$ cat config.mk
export PLATFORM = sky130hd
export DESIGN_NAME = reorder_buffer
export DESIGN_NICKNAME = d
export VERILOG_FILES = /design/src/rtl/sys_defs.sv /design/src/rtl/rob_ptr.sv /design/src/rtl/reorder_buffer.sv
export SDC_FILE = /design/constraint.sdc
export NUM_CORES = 1
export LEC_CHECK = 0
export CAP_MARGIN = 40
export CORE_MARGIN = 2
export CORE_UTILIZATION = 25
export DETAILED_ROUTE_END_ITERATION = 6
export PLACE_DENSITY = 0.39
export SETUP_SLACK_MARGIN = 0.05
export SYNTH_ARGS = -nofsm -noshare
export SYNTH_HDL_FRONTEND = slang
export SYNTH_SLANG_ARGS = --single-unit
$ cat constraint.sdc
create_clock -name clock -period 3.73 [get_ports clock]
set_clock_uncertainty 0.1 [all_clocks]
set_input_delay 0.746 -clock clock [delete_from_list [all_inputs] [get_ports clock]]
set_output_delay 0.746 -clock clock [all_outputs]
set_load 0.01 [all_outputs]
$ cat src/rtl/sys_defs.sv
// Shared processor definitions: data width, CDB packet, ROB entry and tag types.
// Latency: none (types and constants only).
// Backpressure: none (types and constants only).
package sys_defs;

    localparam int XLEN      = 32;
    localparam int ROB_DEPTH = 8;
    localparam int ROB_TAG_W = $clog2(ROB_DEPTH);

    // Architectural x0; writes to it are dropped at retirement.
    localparam logic [4:0] ZERO_REG = 5'd0;

    typedef logic [ROB_TAG_W-1:0] ROB_TAG;

    // Completion broadcast from the functional units.
    typedef struct packed {
        ROB_TAG            Tag;
        logic [XLEN-1:0]   Value;
        logic [XLEN-1:0]   NPC;
        logic              take_branch;
        logic              valid;
    } CDB_PACKET;

    // One reorder buffer slot.
    typedef struct packed {
        logic              valid;
        logic              complete;
        logic [4:0]        dest;
        logic [XLEN-1:0]   NPC;
        logic [XLEN-1:0]   Value;
        logic              take_branch;
        logic              halt;
    } ROB_ENTRY;

endpackage

$ cat src/rtl/rob_ptr.sv
// Wrapping circular-buffer pointer with increment and clear.
// Latency: pointer updates at the rising edge after inc/clr.
// Backpressure: none; the caller only raises inc when the move is legal.
module rob_ptr #(
    parameter int DEPTH = 8,
    parameter int W     = $clog2(DEPTH)
) (
    input  logic         clock,
    input  logic         reset,
    input  logic         inc,
    input  logic         clr,
    output logic [W-1:0] ptr
);

    // Clear (reset or flush) dominates; otherwise step forward, rolling DEPTH-1 -> 0.
    always_ff @(posedge clock) begin
        if (reset || clr) begin
            ptr <= '0;
        end else if (inc) begin
            ptr <= (ptr == W'(DEPTH - 1)) ? '0 : ptr + W'(1);
        end
    end

endmodule

$ cat src/rtl/reorder_buffer.sv
// In-order retirement buffer: allocate per dispatch, capture CDB results, retire in program order.
// Latency: CDB->retire one cycle later, or same cycle for the head when ROB_BYPASS_EN is defined.
// Backpressure: dispatch_ready drops when full or halted; a retiring taken branch flushes everything.
module reorder_buffer #(
    parameter int ROB_DEPTH = sys_defs::ROB_DEPTH,
    parameter int TAG_W     = $clog2(ROB_DEPTH)
) (
    input  logic                     clock,
    input  logic                     reset,
    input  logic                     dispatch_valid,
    input  logic [4:0]               dispatch_dest_reg_idx,
    input  logic [sys_defs::XLEN-1:0] dispatch_NPC,
    input  logic                     dispatch_halt,
    output logic                     dispatch_ready,
    output logic [TAG_W-1:0]         dispatch_tag,
    input  sys_defs::CDB_PACKET      cdb_packet,
    output logic                     retire_en,
    output logic [TAG_W-1:0]         retire_tag,
    output logic                     wb_regfile_en,
    output logic [4:0]               wb_regfile_idx,
    output logic [sys_defs::XLEN-1:0] wb_regfile_data,
    output logic                     flush,
    output logic [sys_defs::XLEN-1:0] flush_NPC,
    output logic                     halted
);

    import sys_defs::*;

    ROB_ENTRY          entries [ROB_DEPTH];
    ROB_ENTRY          head_entry;
    ROB_ENTRY          new_entry;
    logic [TAG_W-1:0]  head;
    logic [TAG_W-1:0]  tail;
    logic [TAG_W:0]    count;
    logic              halted_q;
    logic [TAG_W-1:0]  cdb_tag;
    logic              cdb_write;
    logic              cdb_hit_head;
    logic              head_complete;
    logic [XLEN-1:0]   head_value;
    logic [XLEN-1:0]   head_npc;
    logic              head_take_branch;
    logic              dispatch_fire;

    assign cdb_tag    = cdb_packet.Tag;
    assign head_entry = entries[head];

    // A broadcast only lands on a live entry; stale tags are dropped.
    assign cdb_write = cdb_packet.valid && entries[cdb_tag].valid;

    // Head completion view; with bypass a same-cycle CDB hit on head is forwarded.
    always_comb begin
        cdb_hit_head = 1'b0;
`ifdef ROB_BYPASS_EN
        cdb_hit_head = cdb_packet.valid && (cdb_tag == head);
`endif
        head_complete    = head_entry.complete || cdb_hit_head;
        head_value       = cdb_hit_head ? cdb_packet.Value       : head_entry.Value;
        head_npc         = cdb_hit_head ? cdb_packet.NPC         : head_entry.NPC;
        head_take_branch = cdb_hit_head ? cdb_packet.take_branch : head_entry.take_branch;
    end

    // Retire, flush and dispatch handshake; all gated by the sticky halt.
    always_comb begin
        retire_en      = head_entry.valid && head_complete && !halted_q;
        flush          = retire_en && head_take_branch;
        dispatch_ready = (count != (TAG_W + 1)'(ROB_DEPTH)) && !halted_q;
        dispatch_fire  = dispatch_valid && dispatch_ready && !flush;
        dispatch_tag   = tail;
        retire_tag     = retire_en ? head : '0;
        wb_regfile_en  = retire_en && (head_entry.dest != ZERO_REG);
        wb_regfile_idx = retire_en ? head_entry.dest : '0;
        wb_regfile_data = retire_en ? head_value : '0;
        flush_NPC      = flush ? head_npc : '0;
        halted         = halted_q;
    end

    // Fresh entry written at tail on an accepted dispatch.
    always_comb begin
        new_entry             = '0;
        new_entry.valid       = 1'b1;
        new_entry.complete    = 1'b0;
        new_entry.dest        = dispatch_dest_reg_idx;
        new_entry.NPC         = dispatch_NPC;
        new_entry.halt        = dispatch_halt;
    end

    rob_ptr #(.DEPTH(ROB_DEPTH), .W(TAG_W)) u_head_ptr (
        .clock (clock),
        .reset (reset),
        .inc   (retire_en),
        .clr   (flush),
        .ptr   (head)
    );

    rob_ptr #(.DEPTH(ROB_DEPTH), .W(TAG_W)) u_tail_ptr (
        .clock (clock),
        .reset (reset),
        .inc   (dispatch_fire),
        .clr   (flush),
        .ptr   (tail)
    );

    // Entry storage: flush wipes everything; else CDB capture, then retire clear, then allocate.
    always_ff @(posedge clock) begin
        if (reset || flush) begin
            for (int i = 0; i < ROB_DEPTH; i++) begin
                entries[i] <= '0;
            end
        end else begin
            if (cdb_write) begin
                entries[cdb_tag].complete    <= 1'b1;
                entries[cdb_tag].Value       <= cdb_packet.Value;
                entries[cdb_tag].NPC         <= cdb_packet.NPC;
                entries[cdb_tag].take_branch <= cdb_packet.take_branch;
            end
            if (retire_en) begin
                entries[head] <= '0;
            end
            // Tail never aliases a live head here: dispatch is refused while full.
            if (dispatch_fire) begin
                entries[tail] <= new_entry;
            end
        end
    end

    // Occupancy count and sticky halt flag.
    always_ff @(posedge clock) begin
        if (reset) begin
            count    <= '0;
            halted_q <= 1'b0;
        end else begin
            if (flush) begin
                count <= '0;
            end else begin
                case ({dispatch_fire, retire_en})
                    2'b10:   count <= count + (TAG_W + 1)'(1);
                    2'b01:   count <= count - (TAG_W + 1)'(1);
                    default: count <= count;
                endcase
            end
            if (retire_en && head_entry.halt) begin
                halted_q <= 1'b1;
            end
        end
    end

endmodule
# Word level (Yosys, flattened, before mapping)
# Memory sizes are Yosys's and may differ from the RTL's. A register that Yosys moved wholly into a read port is not among the register bits.
# Cells that the tools add are included.
[word_totals]
memories = 1
inputBits = 110
regBits = 11
wordCells = 61
ram_bits = 584
[op_classes]
muxes = 29
n_eq_ne = 5
n_reduce_logical = 18
addsub = 4
[memory_table]
columns = ["memory", "words", "word_bits", "rd", "rd_ports_with_merged_regs", "write_ports", "line_no", "text"]
rows = [
  ["entries", 8, 73, 2, 1, 8, "reorder_buffer.sv:29", "ROB_ENTRY entries [ROB_DEPTH];"],
]
[op_table]
columns = ["op", "count"]
rows = [
  ["$mux W73", 3],
  ["$reduce_or A73 Y1", 3],
  ["$mux W32", 2],
  ["$mux W3", 8],
  ["$mux W1", 13],
  ["$logic_and A1 B1 Y1", 9],
  ["$pmux W4 S2", 1],
  ["$add A3 B1 Y3 const B", 2],
  ["$eq A3 B3 Y1 const B", 2],
  ["$mux W5", 1],
  ["$reduce_bool A5 Y1", 1],
  ["$add A4 B1 Y4 const B", 1],
  ["$ne A4 B4 Y1 const B", 1],
  ["$sub A4 B1 Y4 const B", 1],
  ["$eq A2 B1 Y1 const B", 1],
  ["$eq A2 B2 Y1 const B", 1],
  ["$logic_not A1 Y1", 2],
  ["$mux W2", 1],
  ["$reduce_bool A2 Y1", 1],
  ["$reduce_or A2 Y1", 1],
  ["$logic_or A1 B1 Y1", 1],
]

# Depth between registers and ports, before layout
# Gate-level depths: netlist of the first run.
[depth]
word_depth = 10
depth_mapped = 15
depth_no_buf = 13

# Cells and area by module
# Synthesis of the first run repeated with hierarchy kept, for this count alone.
[hier_totals]
cells_unflattened = 2949
hier_area_um2 = 28164.5
[modules_own_cells]
columns = ["mod", "cells_per_inst", "n_inst", "area_per_inst_um2"]
rows = [
  ["reorder_buffer", 2923, 1, 27866.7],
  ["rob_ptr", 13, 2, 148.9],
]

# Worst setup path before layout of the first run
# Ideal clock, no wire load.
[synth_path]
path_type = "register to register"
startpoint = "reg (tool-made name)"
endpoint = "mem entries[2][34] (netlist name), enable pin"
n_path_buf = 1
synth_period_minus_slack_ns = 3.752
setup_ns = 0.431
t_arrival_ns = 3.221
slack_ns = -0.022
required_time_ns = 3.199
stages_incl_launch_ff = 7
cell_sequence = "dfxtp_1 > mux4_2 > mux2_2 > nand2_1 > inv_2 > buf_2 > o211ai_1"
[synth_lines]
columns = ["item", "line_no"]
rows = [
  ["end: declaration", "reorder_buffer.sv:29"],
]

==> results.sh, run 1 <==
export IMPL_met3WireLength_um=7350
export IMPL_ir_worst_vdd_v=0.000273
export IMPL_dr_pass1_iters=5
export IMPL_crit_family="buffers and inverters"
export IMPL_maxCapViolations=0
export IMPL_synth_main_ff_cell="edfxtp_1"
export IMPL_synth_cell_types=66
export IMPL_place_gp_congestion=0.799
export IMPL_relSlewSlack_pct=50.4
export IMPL_yosys_top_cells_area="edfxtp_1 (32%), dfxtp_1 (21%), mux4_2 (11%), nand2_1 (5.6%), a22o_1 (5.0%)"
export IMPL_synth_warnings=0
export IMPL_initial_core_util_pct=25.3
export IMPL_portBuffers=189
export IMPL_postRouteAntennaNets=0
export IMPL_synthCells=2586
export IMPL_synth_seq_cells=598
export IMPL_rsz0062_at_grt="yes"
export IMPL_post_route_util_pct=31.7
export IMPL_setup_violations=0
export IMPL_final_hold_viol_count=0
export IMPL_topRoutingLayerUsed="met5"
export IMPL_clk_pin_slew_worst_paths_ns=0.06
export IMPL_fp_coreArea_mm2=0.113
export IMPL_synth_async_sr_flop_share_pct=0
export IMPL_drc=0
export IMPL_p_leak_nw=12.9
export IMPL_die_area_mm2=0.117
export IMPL_drive_above_1_share_pct=19.0
export IMPL_rows=123
export IMPL_hpwl_um=63700
export IMPL_yosysSeqAreaShare_pct=52.7
export IMPL_cp_num_cells=5
export IMPL_grt_first_pass_wirelength_um=161000
export IMPL_crit_path_end="wb_regfile_data[2]"
export IMPL_hp_class="reg -> reg"
export IMPL_finalPower_mw=15.3
export IMPL_cts_sinks=598
export IMPL_grt_pass1_vias=22500
export IMPL_synth_edf_count=304
export IMPL_synth_top_cell_area_share_pct=32.0
export IMPL_worstSkewPairLatency_ns=0.63
export IMPL_dp_cells=4101
export IMPL_max_freq_ghz=0.268
export IMPL_cts_tree="done"
export IMPL_fin_nets=2824
export IMPL_grtUsageTotal_pct=18.7
export IMPL_num_io_pins=190
export IMPL_synth_common_cells="nand2_1 (423), edfxtp_1 (304), dfxtp_1 (294)"
export IMPL_clk_path_buf_depth=3
export IMPL_wl_met2_um=53100
export IMPL_r2r_end="count[3]"
export IMPL_htreeDepth=3
export IMPL_routedWlPerCell_um=26.3
export IMPL_period_needed_ns=3.73
export IMPL_post_route_period_util_pct=99.9
export IMPL_vias=22000
export IMPL_critPathBufInv=2
export IMPL_crit_fanout=41
export IMPL_syn_nets=2704
export IMPL_postCtsHoldBufs=0
export IMPL_dpl_cell_area_mm2=0.0326
export IMPL_routed_wl_um=112000
export IMPL_slew_violations=0
export IMPL_tightest_slew_ns=0.744
export IMPL_synth_top_area_cell="edfxtp_1"
export IMPL_path_cells="buf_8 -> mux4_2 -> mux2i_2 -> nor2_1 -> clkdlybuf4s50_1"
export IMPL_start_kind="register"
export IMPL_cp_slowest_stage_delay_ns=0.58
export IMPL_min_delay_start="entries[5][20]"
export IMPL_antenna_found_initial=9
export IMPL_final_cells=4263
export IMPL_finalInstanceArea_mm2=0.0358
export IMPL_critPathCaptureType="primary output"
export IMPL_p_per_area_mw_per_mm2=428
export IMPL_synth_most_common_cell="nand2_1"
export IMPL_ctsRootBufferMaster="clkbuf_16"
export IMPL_area_growth_pct=25.5
export IMPL_run_status="completed"
export IMPL_slowest_stage="mux4_2"
export IMPL_avgSynthCellArea_um2=11.0
export IMPL_critical_path_class="reg -> out"
export IMPL_rr_worst_depth=12
export IMPL_cp_arrival_ns=2.88
export IMPL_grt_max_degree=72
export IMPL_via_per_inst=5.16
export IMPL_gr_total_overflow=0
export IMPL_drt_iter0_markers=1999
export IMPL_cts_buffers=76
export IMPL_wl_met1_um=48800
export IMPL_dieWidth_um=342
export IMPL_die_h_um=342
export IMPL_required_ns=2.88
export IMPL_syn_area_mm2=0.0285
export IMPL_ff2ff_setup_slack_ns=0.28
## cells by family after synthesis
family | count (synthesis) | synth area share [%]
flops | 598 | 52.7
mux | 218 | 14.0
xor+xnor | 3 | 0.0922
simple gates | 852 | 12.6
buf+inv | 322 | 5.58
compound gates | 585 | 14.6
fa+ha+maj | 8 | 0.377
## flip-flops by register name, indices dropped and copies added, names as in the netlist, named ones only
signal and count:
u_head_ptr.ptr 3, entries 584, halted 1, u_tail_ptr.ptr 3, count 4
## worst min-delay path, stage by stage, from the launching register on
cell,delay [ns]
dfxtp_1,0.31
nand3_1,0.06
a21oi_1,0.06
## placed cells by master, fill, tap and decap left out, types with 6 or more instances in the layout
cell             count
a21o_1               8
nor2b_1              7
and2_1              37
nand3_1            106
mux2i_4              6
clkdlybuf4s50_1    119
edfxtp_1           304
buf_12              45
dlygate4sd2_1       26
nor2_2              13
inv_1                6
buf_6               10
a21oi_1             98
o21ai_1             95
a22o_1             163
clkbuf_1            17
dfxtp_1            290
mux2i_2              8
dlymetal6s2s_1      31
clkinv_2             7
a211oi_4             6
and3_1              14
nor2_1             201
mux4_2             144
nand2_1            422
clkinv_1             9
nor2_4              13
a22oi_1            132
buf_4              101
buf_16               6
clkbuf_16           83
o21ai_0             43
clkbuf_8            12
a21oi_4              8
mux2i_1             59
ha_1                 7
## worst min path at each step
stage,endpoint,slack [ns],depth (start not counted)
floorplan,entries[3][24],0.34,1
global placement,entries[1][25],0.35,2
detailed placement,entries[3][9],0.36,1
CTS,entries[5][20],0.37,2
global route,entries[5][2],0.38,2
finish,entries[5][20],0.36,2
## power by group
group	internal [mW]	total, mW	leakage [nW]	switching (mW)
clock network	4.32	7.28	1.20	2.96
logic	0.323	0.913	6.22	0.590
registers	7.07	7.12	5.52	0.0517
total	11.7	15.3	12.9	3.60
## final cells by class
type,count,area [µm²]
antenna,1,2.50
multi-input combinational,1666,12400
clock inverter,26,230
timing repair buffer,354,4010
tap,1500,1880
clock buffer,108,2210
sequential,598,15000
inverter,10,42.5
fill,11400,77000
## per-stage QoR
step                hold WS (ns)  setup TNS (ns)  setup slack, ns
finish                     0.365               0          0.00293
global route               0.384         -0.0904          -0.0457
global placement           0.350               0           0.0627
detailed placement         0.358               0            0.108
CTS                        0.368          -0.318          -0.0796
floorplan                  0.344               0          0.00610
## routing by layer
layer | track usage [%] | vias up
met1 | 25.3 | 11300
met2 | 30.7 | 859
met3 | 3.46 | 177
met4 | 5.13 | 16
li1 | - | 9706
met5 | 0 | -
## what timing repair did
| action | CTS | global route |
|---|---|---|
| buffers inserted | 11 | 7 |
| gates cloned | 5 | 4 |
| pin swaps | 2 | 2 |
| gates resized for setup | 116 | 76 |
| setup endpoints to repair | 74 | 47 |
No activity file was read; power rests on OpenSTA's default activity.
==> inputs of run 2 (changes only) <==
--- a/config.mk
+++ b/config.mk
@@ -10,6 +10,7 @@
 export CORE_UTILIZATION = 25
 export DETAILED_ROUTE_END_ITERATION = 6
 export PLACE_DENSITY = 0.39
+export REMOVE_ABC_BUFFERS = 1
 export SETUP_SLACK_MARGIN = 0.05
 export SYNTH_ARGS = -nofsm -noshare
 export SYNTH_HDL_FRONTEND = slang
==> run 2 against run 1 <==
Compared with the run above:
- non-clock buffer count is 7 higher
- fmax is 3.8% higher
- sequential share of layout area hardly changed
- flip-flop and latch count stayed put
- cell count hardly changed
- critical path depth is 4 higher
- wire length is 0.19% lower
- clock-buffer cell count is 9 lower
- utilization hardly changed
- hold slack better by 0.00083 ns
- combinational power is 1% lower
- largest power group unchanged
==> results.sh, run 2 (synthesis results as in run 1) <==
export IMPL_required_ns=2.88
export IMPL_max_freq_ghz=0.278
export IMPL_clk_path_buf_depth=3
export IMPL_rows=123
export IMPL_setup_violations=0
export IMPL_grt_pass1_vias=22100
export IMPL_cp_arrival_ns=2.74
export IMPL_ir_worst_vdd_v=0.000314
export IMPL_num_io_pins=190
export IMPL_final_cell_mix="nand2_1 (422), edfxtp_1 (304), dfxtp_1 (285)"
export IMPL_via_per_inst=5.15
export IMPL_slew_violations=0
export IMPL_finalInstanceArea_mm2=0.0358
export IMPL_maxCapViolations=0
export IMPL_area_growth_pct=25.6
export IMPL_largestRegisters="entries: 584 flops, count: 4 flops"
export IMPL_final_common_cell="nand2_1"
export IMPL_cts_sinks=598
export IMPL_postRouteAntennaNets=0
export IMPL_gr_total_overflow=0
export IMPL_largest_reg_flops=584
export IMPL_portBuffers=189
export IMPL_grt_first_pass_wirelength_um=161000
export IMPL_post_route_period_util_pct=96.3
export IMPL_critPathCaptureType="primary output"
export IMPL_rsz0062_at_grt="yes"
export IMPL_fin_nets=2829
export IMPL_crit_fanout=12
export IMPL_die_area_mm2=0.117
export IMPL_path_cells="buf_12 -> buf_4 -> mux4_2 -> mux2_2 -> nand2_8 -> buf_12 -> nor2_1 -> buf_4 -> clkdlybuf4s15_1"
export IMPL_relSlewSlack_pct=43.5
export IMPL_hp_class="reg -> reg"
export IMPL_grtUsageTotal_pct=18.9
export IMPL_dpl_cell_area_mm2=0.0326
export IMPL_final_hold_viol_count=0
export IMPL_start_kind="register"
export IMPL_slowest_stage="dfxtp_4"
export IMPL_regMostFlops="entries"
export IMPL_hpwl_um=63300
export IMPL_drive_above_1_share_pct=18.8
export IMPL_fp_coreArea_mm2=0.113
export IMPL_drt_iter0_markers=2074
export IMPL_place_gp_congestion=0.767
export IMPL_period_needed_ns=3.59
export IMPL_die_h_um=342
export IMPL_antenna_found_initial=17
export IMPL_worstSkewPairLatency_ns=0.64
export IMPL_routed_wl_um=112000
export IMPL_dp_cells=4099
export IMPL_tightest_slew_ns=0.846
export IMPL_critical_path_class="reg -> out"
export IMPL_ctsRootBufferMaster="clkbuf_16"
export IMPL_clk_pin_slew_worst_paths_ns=0.06
export IMPL_dieWidth_um=342
export IMPL_initial_core_util_pct=25.3
export IMPL_cts_tree="done"
export IMPL_vias=22000
export IMPL_p_per_area_mw_per_mm2=424
export IMPL_htreeDepth=3
export IMPL_routedWlPerCell_um=26.2
export IMPL_cts_buffers=74
export IMPL_final_cells=4267
export IMPL_tns_ns=0
export IMPL_run_status="completed"
export IMPL_p_leak_nw=12.6
export IMPL_grt_max_degree=65
export IMPL_drc=0
export IMPL_dr_pass1_iters=6
export IMPL_cp_slowest_stage_delay_ns=0.38
run 2: repair_timing:
action	4_1_cts	5_1_grt
buffers inserted	23	3
resized for setup	155	24
setup endpoints to repair	74	18
gates cloned	9	1
hold buffers	0	0
pin swaps	1	1
run 2: per-layer routing:
layer	GRT usage [%]	routed length [µm]	part of all wire, %
met5	0	148	0.13
met4	4.18	2240	2.0
met3	4.07	8070	7.2
met2	31.6	54100	48
met1	24.9	47300	42
run 2: final timing paths:
| path | start | to | slack [ns] | depth (start not counted) |
|---|---|---|---|---|
| min reg2reg | entries[5][27] | entries[5][27] | 0.37 | 2 |
| max | register | flush_NPC[11] | 0.14 | 9 |
| min | entries[5][27] | entries[5][27] | 0.37 | 2 |
| max reg2reg | entries[7][72] | entries[1][47] | 0.33 | 9 |
run 2: where the power goes:
part / total (mW) / switching (mW) / internal, mW / leakage (nW)
combinational: 0.900 / 0.570 / 0.331 / 5.95
sequential: 7.12 / 0.0534 / 7.06 / 5.53
clock: 7.14 / 2.92 / 4.22 / 1.16
total: 15.2 / 3.55 / 11.6 / 12.6
run 2: metrics by stage:
stage	power (mW)	hold slack (ns)	utilization [%]	setup slack (ns)
after floorplan	7.55	0.344	-	-8.54
after detailed placement	8.15	0.359	28.9	0.0879
after CTS	15.3	0.367	31.6	-0.0650
after global routing	15.7	0.384	31.7	0.00240
final	15.2	0.366	31.7	0.139
after global placement	8.13	0.350	28.9	0.0962
run 2: worst max-delay path, delay by kind of cell (launching register included):
family | cells | cell delay, ns
multiplexers | 2 | 0.67
AND/OR/NAND/NOR | 2 | 0.21
flip-flops | 1 | 0.38
buffers and inverters | 5 | 0.85
run 2: cell type report:
cell class,count,area [µm²]
Antenna cell,5,12.5
Clock buffer,99,2060
Clock inverter,28,304
Fill cell,11300,77000
Inverter,10,45.0
Multi-Input combinational cell,1666,12300
Sequential cell,598,15000
Tap cell,1500,1880
Timing Repair Buffer,361,4160
==> inputs of run 3 (changes only) <==
--- a/config.mk
+++ b/config.mk
@@ -9,9 +9,10 @@
 export CORE_MARGIN = 2
 export CORE_UTILIZATION = 25
 export DETAILED_ROUTE_END_ITERATION = 6
-export PLACE_DENSITY = 0.39
+export PLACE_DENSITY_LB_ADDON = 0.12
 export REMOVE_ABC_BUFFERS = 1
 export SETUP_SLACK_MARGIN = 0.05
+export SLEW_MARGIN = 20
 export SYNTH_ARGS = -nofsm -noshare
 export SYNTH_HDL_FRONTEND = slang
 export SYNTH_SLANG_ARGS = --single-unit
==> run 3 against run 2 <==
Compared with the run above:
- the flow now finishes with violations (DRC)
- combinational power shrank 0.6%
- utilization up 0.065 points
- sequential power barely moved
- critical path depth is the same
- first-iteration DRC count fell by 19%
==> results.sh, run 3 (synthesis results as in run 1) <==
export IMPL_run_status="complete, but fails checks"
export IMPL_violations="DRC"
export IMPL_critPathCaptureType="primary output"
export IMPL_seq_power_share_pct=46.7
export IMPL_grt_first_pass_wirelength_um=159000
export IMPL_largest_reg_flops=584
export IMPL_wl_met1_um=46600
export IMPL_p_int_mw=11.6
export IMPL_worstSkewPairLatency_ns=0.67
export IMPL_portBuffers=189
export IMPL_grt_pass1_vias=22300
export IMPL_htreeDepth=3
export IMPL_cp_slowest_stage_delay_ns=0.39
export IMPL_final_cell_mix="nand2_1 (422), edfxtp_1 (304), dfxtp_1 (287)"
export IMPL_dr_pass1_iters=7
export IMPL_routedWlPerCell_um=25.8
export IMPL_relSlewSlack_pct=49.7
export IMPL_p_leak_nw=12.7
export IMPL_num_io_pins=190
export IMPL_tightest_slew_ns=0.753
export IMPL_fp_coreArea_mm2=0.113
export IMPL_crit_family="buffers and inverters"
export IMPL_hpwl_um=63000
export IMPL_final_hold_viol_count=0
export IMPL_critical_path_class="reg -> out"
export IMPL_final_cells=4275
export IMPL_place_gp_congestion=0.772
export IMPL_ctsRootBufferMaster="clkbuf_16"
export IMPL_ir_worst_vdd_v=0.000296
export IMPL_cts_sinks=598
export IMPL_gr_total_overflow=0
export IMPL_drc=10
export IMPL_post_route_period_util_pct=96.3
export IMPL_cts_tree="done"
export IMPL_clk_pin_slew_worst_paths_ns=0.06
export IMPL_postCtsHoldBufs=0
export IMPL_dp_slack_ns=0.0820
export IMPL_hp_class="reg -> reg"
export IMPL_vias=21800
export IMPL_setup_ws_ns=0.137
export IMPL_power_switching_mw=3.65
export IMPL_start_kind="register"
export IMPL_die_h_um=342
export IMPL_wl_met2_um=54000
export IMPL_period_needed_ns=3.59
export IMPL_die_area_mm2=0.117
export IMPL_crit_top_cell="buf_12"
export IMPL_post_route_util_pct=31.8
export IMPL_crit_fanout=16
export IMPL_finalPower_mw=15.3
export IMPL_drt_iter0_markers=1680
export IMPL_slowest_stage="dfxtp_4"
export IMPL_largestRegisters="entries: 584 flops, count: 4 flops"
export IMPL_critPathBufInv=5
export IMPL_met3WireLength_um=7090
export IMPL_path_cells="buf_12 -> buf_16 -> mux4_2 -> mux2_4 -> nand2_8 -> buf_12 -> buf_12 -> nor2_1 -> clkdlybuf4s15_2"
export IMPL_cp_arrival_ns=2.75
export IMPL_required_ns=2.88
export IMPL_topRoutingLayerUsed="met5"
export IMPL_grt_max_degree=65
export IMPL_combPwrFrac_pct=5.9
export IMPL_grtUsageTotal_pct=18.6
export IMPL_postRouteAntennaNets=0
export IMPL_dp_cells=4083
export IMPL_final_common_cell="nand2_1"
export IMPL_p_per_area_mw_per_mm2=425
export IMPL_rsz0062_at_grt="yes"
export IMPL_drive_above_1_share_pct=19.9
export IMPL_area_growth_pct=25.8
export IMPL_slew_violations=0
export IMPL_setup_violations=0
export IMPL_initial_core_util_pct=25.3
export IMPL_max_freq_ghz=0.278
export IMPL_min_delay_start="entries[1][27]"
export IMPL_via_per_inst=5.10
export IMPL_antenna_found_initial=6
export IMPL_routed_wl_um=110000
export IMPL_cts_buffers=76
export IMPL_regMostFlops="entries"
export IMPL_dieWidth_um=342
export IMPL_rows=123
export IMPL_maxCapViolations=0
export IMPL_clk_path_buf_depth=3
export IMPL_fin_nets=2829
export IMPL_swShare_pct=23.9
export IMPL_p_clk_share_pct=47.4
## run 3: cell types whose count changed in the layout (fill, tap and decap cells not counted), moves of 9 or more
cell	before	now
dlygate4sd2_1	61	40
clkbuf_2	2	12
nor2_2	8	18
buf_2	2	11
clkinv_2	6	15
nor2_1	209	200
## run 3: through the flow
| stage | TNS [ns] | hold WS, ns | area, µm² |
|---|---|---|---|
| after floorplan | -6338.72 | 0.344 | 27000 |
| after global placement | 0 | 0.350 | 32500 |
| after detailed placement | 0 | 0.358 | 32500 |
| after CTS | 0 | 0.367 | 35800 |
| after global routing | 0 | 0.384 | 35900 |
| final | 0 | 0.368 | 35900 |
## run 3: worst min-delay path: stages (launching register included)
cell     delay [ns]
dfxtp_1        0.31
nand3_1        0.06
a21oi_1        0.06
## run 3: layer usage
metal  global-route usage (%)  up-vias
met4                     4.95        6
met3                     3.36      175
met5                        0        -
li1                         -     9724
met2                     31.8      824
met1                     24.2    11100
## run 3: final cells by class
class	count	area, µm²
fillers	11300	76900
flip-flops and latches	598	15000
multi-input cells	1666	12300
repair buffers	359	4170
clock buffers	106	2080
well taps	1500	1880
clock inverters	33	337
inverters	10	42.5
diodes	3	7.51
## run 3: path summary, 6_finish.rpt
check / end / slack, ns / cells past startpoint
worst min register to register: entries[1][27] / 0.37 / 2
worst min-delay path: entries[1][27] / 0.37 / 2
worst max register to register: count[3] / 0.28 / 16
worst max-delay path: flush_NPC[28] / 0.14 / 9
## run 3: power groups by stage
stage	Combinational (mW)	Clock, mW	Sequential (mW)
5_1_grt	0.952	7.66	7.14
4_1_cts	0.897	7.40	7.12
3_5_place_dp	0.878	0	7.26
3_3_place_gp	0.871	0	7.26
2_1_floorplan	0.303	0	7.25
6_report	0.895	7.24	7.12
## run 3: timing repair
action,4_1_cts,5_1_grt
resized for setup,184,46
endpoints found under the setup margin,76,38
gates cloned,12,0
pin swaps,4,2
buffers inserted,27,10
